`src/rtl/syn_fifo_pkg.sv`:
```
// Shared definitions for the synchronous FIFO family: defaults, read-mode
// encodings and an elaboration-time log2 helper.
package syn_fifo_pkg;

    localparam int FIFO_DEF_WIDTH = 8;
    localparam int FIFO_DEF_DEPTH = 16;

    localparam int FIFO_MODE_STD  = 0;
    localparam int FIFO_MODE_FWFT = 1;

    // Ceiling log2, usable in parameter defaults.
    function automatic int clog2(input int value);
        int result;
        int v;
        result = 0;
        v      = value - 1;
        while (v > 0) begin
            result = result + 1;
            v      = v >> 1;
        end
        return result;
    endfunction

endpackage

```
`src/rtl/syn_fifo_ram.sv`:
```
// DEPTH x WIDTH storage array: one synchronous write port, one asynchronous
// read port. Contents are deliberately not reset.
module syn_fifo_ram #(
    parameter int WIDTH = 8,
    parameter int DEPTH = 16,
    parameter int AW    = 4
) (
    input  logic             clk,
    input  logic             we,
    input  logic [AW-1:0]    waddr,
    input  logic [WIDTH-1:0] wdata,
    input  logic [AW-1:0]    raddr,
    output logic [WIDTH-1:0] rdata
);

    logic [WIDTH-1:0] mem [DEPTH];

    always_ff @(posedge clk) begin
        if (we) begin
            mem[waddr] <= wdata;
        end
    end

    assign rdata = mem[raddr];

endmodule

```
`src/rtl/syn_fifo_flags.sv`:
```
// Single-clock FIFO with occupancy count, programmable almost-full/empty
// thresholds, sticky overflow/underflow and selectable FWFT read mode.
module syn_fifo_flags
    import syn_fifo_pkg::*;
#(
    parameter int WIDTH     = FIFO_DEF_WIDTH,
    parameter int DEPTH     = FIFO_DEF_DEPTH,
    parameter int AF_LEVEL  = DEPTH - 4,
    parameter int AE_LEVEL  = 4,
    parameter int FWFT      = FIFO_MODE_STD,
    parameter int PTR_WIDTH = clog2(DEPTH)
) (
    input  logic               clk,
    input  logic               res,
    input  logic               wr_en,
    input  logic [WIDTH-1:0]   wdata,
    input  logic               rd_en,
    output logic [WIDTH-1:0]   rdata,
    output logic               full,
    output logic               empty,
    output logic               almost_full,
    output logic               almost_empty,
    output logic [PTR_WIDTH:0] count,
    output logic               overflow,
    output logic               underflow,
    input  logic               err_clr
);

    localparam logic [PTR_WIDTH:0] CNT_FULL = (PTR_WIDTH + 1)'(DEPTH);
    localparam logic [PTR_WIDTH:0] CNT_AF   = (PTR_WIDTH + 1)'(AF_LEVEL);
    localparam logic [PTR_WIDTH:0] CNT_AE   = (PTR_WIDTH + 1)'(AE_LEVEL);
    localparam logic [PTR_WIDTH:0] PTR_ONE  = (PTR_WIDTH + 1)'(1);

    logic [PTR_WIDTH:0] wr_ptr_q, wr_ptr_d;
    logic [PTR_WIDTH:0] rd_ptr_q, rd_ptr_d;
    logic [PTR_WIDTH:0] count_q, count_d;
    logic               overflow_q, overflow_d;
    logic               underflow_q, underflow_d;
    logic               wr_acc, rd_acc;
    logic [WIDTH-1:0]   ram_rdata;

    // Flags depend on the count register alone, never on the request inputs.
    assign full         = (count_q == CNT_FULL);
    assign empty        = (count_q == '0);
    assign almost_full  = (count_q >= CNT_AF);
    assign almost_empty = (count_q <= CNT_AE);
    assign count        = count_q;
    assign overflow     = overflow_q;
    assign underflow    = underflow_q;

    assign wr_acc = wr_en & ~full;
    assign rd_acc = rd_en & ~empty;

    always_comb begin
        wr_ptr_d    = wr_ptr_q;
        rd_ptr_d    = rd_ptr_q;
        count_d     = count_q;
        overflow_d  = overflow_q & ~err_clr;
        underflow_d = underflow_q & ~err_clr;

        if (wr_acc) begin
            wr_ptr_d = wr_ptr_q + PTR_ONE;
        end
        if (rd_acc) begin
            rd_ptr_d = rd_ptr_q + PTR_ONE;
        end

        case ({wr_acc, rd_acc})
            2'b10:   count_d = count_q + PTR_ONE;
            2'b01:   count_d = count_q - PTR_ONE;
            default: count_d = count_q;
        endcase

        // A fresh error outranks a same-cycle clear.
        if (wr_en & full) begin
            overflow_d = 1'b1;
        end
        if (rd_en & empty) begin
            underflow_d = 1'b1;
        end
    end

    always_ff @(posedge clk or posedge res) begin
        if (res) begin
            wr_ptr_q    <= '0;
            rd_ptr_q    <= '0;
            count_q     <= '0;
            overflow_q  <= 1'b0;
            underflow_q <= 1'b0;
        end else begin
            wr_ptr_q    <= wr_ptr_d;
            rd_ptr_q    <= rd_ptr_d;
            count_q     <= count_d;
            overflow_q  <= overflow_d;
            underflow_q <= underflow_d;
        end
    end

    // Wrap bits only distinguish laps; occupancy is tracked by count_q.
    logic unused_wrap_bits;
    assign unused_wrap_bits = wr_ptr_q[PTR_WIDTH] ^ rd_ptr_q[PTR_WIDTH];

    syn_fifo_ram #(
        .WIDTH(WIDTH),
        .DEPTH(DEPTH),
        .AW   (PTR_WIDTH)
    ) u_ram (
        .clk  (clk),
        .we   (wr_acc),
        .waddr(wr_ptr_q[PTR_WIDTH-1:0]),
        .wdata(wdata),
        .raddr(rd_ptr_q[PTR_WIDTH-1:0]),
        .rdata(ram_rdata)
    );

    if (FWFT == FIFO_MODE_FWFT) begin : g_fwft
        // Head word is presented directly; forced to zero while empty so reset
        // clears the output without a clock edge.
        assign rdata = empty ? '0 : ram_rdata;
    end else begin : g_std
        logic [WIDTH-1:0] rdata_q, rdata_d;

        always_comb begin
            rdata_d = rdata_q;
            if (rd_acc) begin
                rdata_d = ram_rdata;
            end
        end

        always_ff @(posedge clk or posedge res) begin
            if (res) begin
                rdata_q <= '0;
            end else begin
                rdata_q <= rdata_d;
            end
        end

        assign rdata = rdata_q;
    end

endmodule

```
`config.mk`:
```
export PLATFORM = sky130hd
export DESIGN_NAME = syn_fifo_flags
export DESIGN_NICKNAME = d
export VERILOG_FILES = /design/src/rtl/syn_fifo_pkg.sv /design/src/rtl/syn_fifo_ram.sv /design/src/rtl/syn_fifo_flags.sv
export SDC_FILE = /design/constraint.sdc
export NUM_CORES = 1
export LEC_CHECK = 0
export BUFFER_PORTS_ARGS = -buffer_cell sky130_fd_sc_hd__buf_2
export CAP_MARGIN = 0
export CORE_MARGIN = 2
export CORE_UTILIZATION = 60
export DETAILED_ROUTE_END_ITERATION = 8
export PLACE_DENSITY = 0.83
export SLEW_MARGIN = 25
export SYNTH_ARGS = -nofsm -noshare
export SYNTH_HDL_FRONTEND = slang
export SYNTH_SLANG_ARGS = --single-unit
```
`constraint.sdc`:
```
create_clock -name clk -period 3.6 [get_ports clk]
set_input_delay 0.36 -clock clk [delete_from_list [all_inputs] [get_ports clk]]
set_output_delay 0.36 -clock clk [all_outputs]
set_load 0.03 [all_outputs]
```
### Word level (Yosys, flattened, before mapping)

Memories as Yosys holds them, arrays and structs flattened. A register that Yosys moved wholly into a read port is not among the register bits.
Cells that the tools add are included.

| word-level totals | value |
|---|---|
| memories | 1 |
| word-level logic and storage cells | 31 |
| memory bits (writable) | 128 |
| bits in registers | 17 |
| output and inout bits | 19 |
| input port bits | 13 |

| cells by class | value |
|---|---|
| equality and inequality tests | 3 |
| mux-type cells | 5 |
| magnitude comparators | 2 |
| bitwise operators | 9 |
| reduce and logical (&&, ||, !) cells | 2 |
| $add $sub $neg | 4 |

Memories:

| name | words | bits a word | rd ports | clocked after Yosys merged registers in | write ports | line | text |
|---|---|---|---|---|---|---|---|
| u_ram.mem | 16 | 8 | 1 | 1 | 1 | syn_fifo_ram.sv:16 | `logic [WIDTH-1:0] mem [DEPTH];` |

Operators with widths:

| kind | number |
|---|---|
| adder 5 x 1 -> 5 bit (second input constant) | 3 |
| one-hot mux 5 bit (2 select lines) | 1 |
| AND 1 bit | 6 |
| equality test 5 bit (second input constant) | 1 |
| greater-or-equal comparator 5 x 4 -> 1 bit (second input constant) | 1 |
| less-or-equal comparator 5 x 3 -> 1 bit (second input constant) | 1 |
| logical NOT 5 bit | 1 |
| subtractor 5 x 1 -> 5 bit (second input constant) | 1 |
| two-way mux 1 bit | 4 |
| inverter 1 bit | 3 |
| equality test 2 x 1 -> 1 bit (second input constant) | 1 |
| equality test 2 bit (second input constant) | 1 |
| nonzero test 2 bit | 1 |

### Depth between registers and ports, before layout

| depth | value |
|---|---|
| depth after elaboration | 5 |
| gate-level depth with buffers | 12 |
| mapped depth without buffers | 10 |

### By module

From an unflattened synthesis, not the netlist that was laid out.

| unflattened totals | value |
|---|---|
| cells, all modules | 320 |
| area, all modules | 6200.9 um^2 |

Modules (own cells, without submodules):

| module | seq. area each (um^2) | times used | area an instance (um^2) | cells an instance |
|---|---|---|---|---|
| syn_fifo_ram | 3843.7 | 1 | 4987.3 | 221 |
| syn_fifo_flags | 575.6 | 1 | 1213.7 | 99 |

### Worst setup path after synthesis

Ideal clock, no wire load.

| timing | value |
|---|---|
| path type | flip-flop to flip-flop |
| start | reg count_q[1] (netlist: count[1]) |
| end | reg count_q[4] (netlist: count[4]) |
| buffers on the path | 2 |
| clock period less this slack | 2.774 ns |
| slack | 0.826 ns |
| library setup time | 0.123 ns |
| data required time | 3.477 ns |
| data arrival time | 2.651 ns |
| stages on the path, launching flop included | 13 |
| cells stage by stage | dfrtp_1 -> buf_6 -> or4_4 -> o21ai_2 -> inv_2 -> ha_1 -> clkbuf_1 -> xor2_1 -> ha_1 -> and3b_1 -> o21ai_0 -> a31oi_1 -> xnor2_1 |

| on the way | value |
|---|---|
| cells in the longest elaborated chain, start to end | 5 |
| elaborated cells on any way between the ends | 12 |
| those cells by class | 2 x add/sub; 3 x eq/ne; 1 x mux; 4 x bitwise; 2 x reduce/logical |

RTL lines:

| element | line | text |
|---|---|---|
| start: declaration | syn_fifo_flags.sv:36 | `logic [PTR_WIDTH:0] count_q, count_d;` |
| start signal: assignment | syn_fifo_flags.sv:93 | `count_q <= count_d;` |
| logical NOT 5 bit (*) | syn_fifo_flags.sv:44 | `assign empty = (count_q == '0);` |
| inverter 1 bit (*) | syn_fifo_flags.sv:52 | `assign rd_acc = rd_en & ~empty;` |
| AND 1 bit (*) | syn_fifo_flags.sv:52 |  |
| named net rd_acc | syn_fifo_flags.sv:39 | `logic wr_acc, rd_acc;` |
| equality test 2 x 1 -> 1 bit / equality test 2 bit (equally long branches) | syn_fifo_flags.sv:68 | `case ({wr_acc, rd_acc})` |
| one-hot mux 5 bit (2 select lines) / nonzero test 2 bit (equally long branches) | - |  |

Mark *: on every way through the listed nets, which the timed path passes. The rest lies on a longest branch.
A chain may end at the register's enable or synchronous reset.

### Worst setup path in the final report

| timing | value |
|---|---|
| start | reg count_q[1] (netlist: count[1]) |
| end | reg count_q[2] (netlist: count[2]) |

The elaborated chain is that of the path after synthesis.

==> reports/results.txt <==
Outcome - complete, no violations
Final Max Tran Viols - 0
Asr flop ratio synth - 0.152
DIE WIDTH - 105 um
Met1 wire length - 4.45 mm
DR WL/cell - 23.9 um
Clock buffer depth - 2
Max Used Layer - met4
Most used DFF post-synth - edfxtp_1
Post-Synthesis Cell Area - 6080 um^2
Die height - 105 um
Top cell by count, worst path - xor2_1
Synth cell types - 41
Num CTS Buffers - 17
Ratio of final minimum period to clock period - 0.878
DP HPWL - 7.19 mm
Tightest Pin Transition - 1.00 ns
Post-Syn Instances - 322
Global route overflow - 0
Slowest CP cell - or4_4
Inserted Diodes - 0
Dpl cell area - 6350 um^2
Vias - 3,125
Initial antenna violation count - 0
Initial Utilization - 0.619
CTS tree - built
Hold WS - 0.0138 ns
Worst path required time - 3.99 ns
Vias in the first global route - 3,246
Setup TNS - 0 ns
Share of layout cells above drive strength 1 - 0.297
Area grow syn2layout - 13.8%
DR WL met2 - 6.60 mm
Hold-fix buffers at CTS - 0
Slew Limit Headroom - 0.331
Critical Path AT - 3.56 ns
DRC violations left - 0
Largest net degree at the start of global routing - 35
Max-cap check violation count - 0
Port bufs - 31
Root Driver - clkbuf_8
Min-Delay Path Class - in -> async
Metal3 WL - 833 um
Critical path's largest stage delay - 0.58 ns
Post-synthesis average cell area - 18.9 um^2
YS warnings - 0
Minimum clock period - 3.16 ns
Setup repair after global routing missed its margin - no
Worst Setup SP - count[1]$_DFFE_PP0P_
Worst R2R Start - count[1]$_DFFE_PP0P_
Final #Nets - 382
WS Path Type - reg -> reg
Crit Path Max Fanout - 11
# IOs - 32
Clk_skew - 0.0150 ns
Clock slew at reported path FFs - 0.07 ns
Core Box Area - 9820 um^2
Cts repair resizes - 0
Fin util - 0.705
#FFs+latches synth - 151
Vias per cell - 6.16
First-pass GRT wire length - 18.8 mm
Postcts setup bufs - 0
Synthesized Nets - 343
Worst setup EP type - flip-flop
Skew-Pair Late Insertion Delay - 0.54 ns
Register area share after synthesis - 0.727
Rows - 36
H-tree lvl count - 4
Final Power - 5.80 mW
Startpoint types - flip-flop
Initial DRC count - 344
Design area - 6920 um^2
Max VDD drop - 0.000501 V
Final-report setup violation count - 0
Detail Route Antenna Nets - 0
Final WL - 12.1 mm
Area of the die - 11,000 um^2
GRT Total Usage - 0.245
1st-pass router iterations - 5
Hold Fails Final Rpt - 0
Worst path cell trace - or4_4 -> o21ai_2 -> inv_2 -> ha_1 -> xor2_1 -> ha_1 -> a21oi_1 -> xor2_1 -> nor2_1 -> xor2_1
Number of flops mapped to enable cells by yosys - 128
Routability cong. - 0.800
Peak Freq - 316 MHz
Pleak - 2.46 nW
TritonCTS Sinks - 151
Pwr dens - 837 nW/um^2
## area by class of cell
type                    count  area [um^2]
clock buffers              17          414
clock inverters            15          156
fillers                   621         2900
inverters                   7         26.3
multi-input cells         146         1530
flip-flops and latches    151         4420
well taps                 133          166
repair buffers             38          208
## cells in the mapped netlist, types with 3 or more instances
library cell / count / area [um^2]
buf_4: 3 / 22.5
nor3_1: 5 / 25.0
inv_1: 6 / 22.5
o21ai_0: 3 / 15.0
buf_2: 9 / 45.0
clkbuf_1: 3 / 11.3
o221ai_1: 8 / 70.1
nor2_1: 15 / 56.3
edfxtp_1: 128 / 3840
xnor2_1: 8 / 70.1
dfrtp_1: 23 / 576
mux2i_1: 16 / 160
nand2_1: 20 / 75.1
ha_1: 8 / 100
mux4_2: 32 / 721
xor2_1: 4 / 35.0
## power by group
group          internal [mW]  switching, mW  leakage [nW]
Combinational          0.714          0.912         0.748
Clock                  0.948          0.760         0.280
Sequential              2.18          0.286          1.43
## path summary, 6_finish.rpt
check | to | slack [ns] | depth (start not counted)
max | count[2]$_DFFE_PP0P_ | 0.44 | 10
min reg2reg | rdata[2]$_DFFE_PP0P_ | 0.49 | 2
min | rdata[0]$_DFFE_PP0P_ | 0.01 | 2
max reg2reg | count[2]$_DFFE_PP0P_ | 0.44 | 10
min in group clk | underflow$_DFF_PP0_ | 0.08 | 2
max in group asynchronous | rd_ptr_q[0]$_DFFE_PP0P_ | 2.99 | 2
## cell usage in the layout (no fill, tap or decap), types with 2 or more instances in the layout
cell type,count
a21oi_1,2
a22o_1,2
buf_2,31
buf_4,7
clkbuf_16,16
clkinv_4,2
dfrtp_1,21
dfrtp_2,2
edfxtp_1,128
ha_1,8
inv_1,6
inv_6,6
inv_8,4
mux2i_1,16
mux4_2,32
nand2_1,20
nand2b_1,2
nand4_1,2
nor2_1,15
nor2b_1,2
nor3_1,5
o21ai_0,3
o221ai_1,8
xnor2_1,8
xor2_1,4
## sequential cells by signal (all words and copies together), names as in the netlist
| signal | cells |
|---|---|
| rdata | 8 |
| underflow | 1 |
| rd_ptr_q | 4 |
| overflow | 1 |
| wr_ptr_q | 4 |
| u_ram.mem | 128 |
| count | 5 |
## cell families (layout without fill, tap and decap cells)
logic type                 Yosys count  count (layout)  synth area share
and+or+nand+nor                     54              54            0.0424
DFF                                151             151             0.727
adders and majority gates            8               8            0.0165
buffers and inverters               25              77            0.0216
muxes                               49              49             0.147
xor gates and xnor gates            12              12            0.0173
AOI/OAI and AO/OA                   23              23            0.0288
## critical path: cells and delay by family (launching register included)
family | cells | cell delay (ns)
adder cells (fa/ha/maj) | 2 | 0.57
buffers and inverters | 1 | 0.16
AND/OR/NAND/NOR | 2 | 0.65
XOR/XNOR | 3 | 0.51
flip-flops | 1 | 0.50
AO/OA/AOI/OAI | 2 | 0.63
## metrics by stage
step | setup WS [ns] | cells
final | 0.438 | 507
after CTS | 0.489 | 507
after global routing | 0.310 | 507
after global placement | 0.634 | 475
after detailed placement | 0.518 | 475
after floorplan | 0.826 | 322
## layer usage
metal / vias up / GRT usage
met5: - / 0
met4: 0 / 0.106
met3: 23 / 0.0605
met2: 145 / 0.422
met1: 1604 / 0.296
li1: 1353 / -
Power figures use the tool's default switching activity.
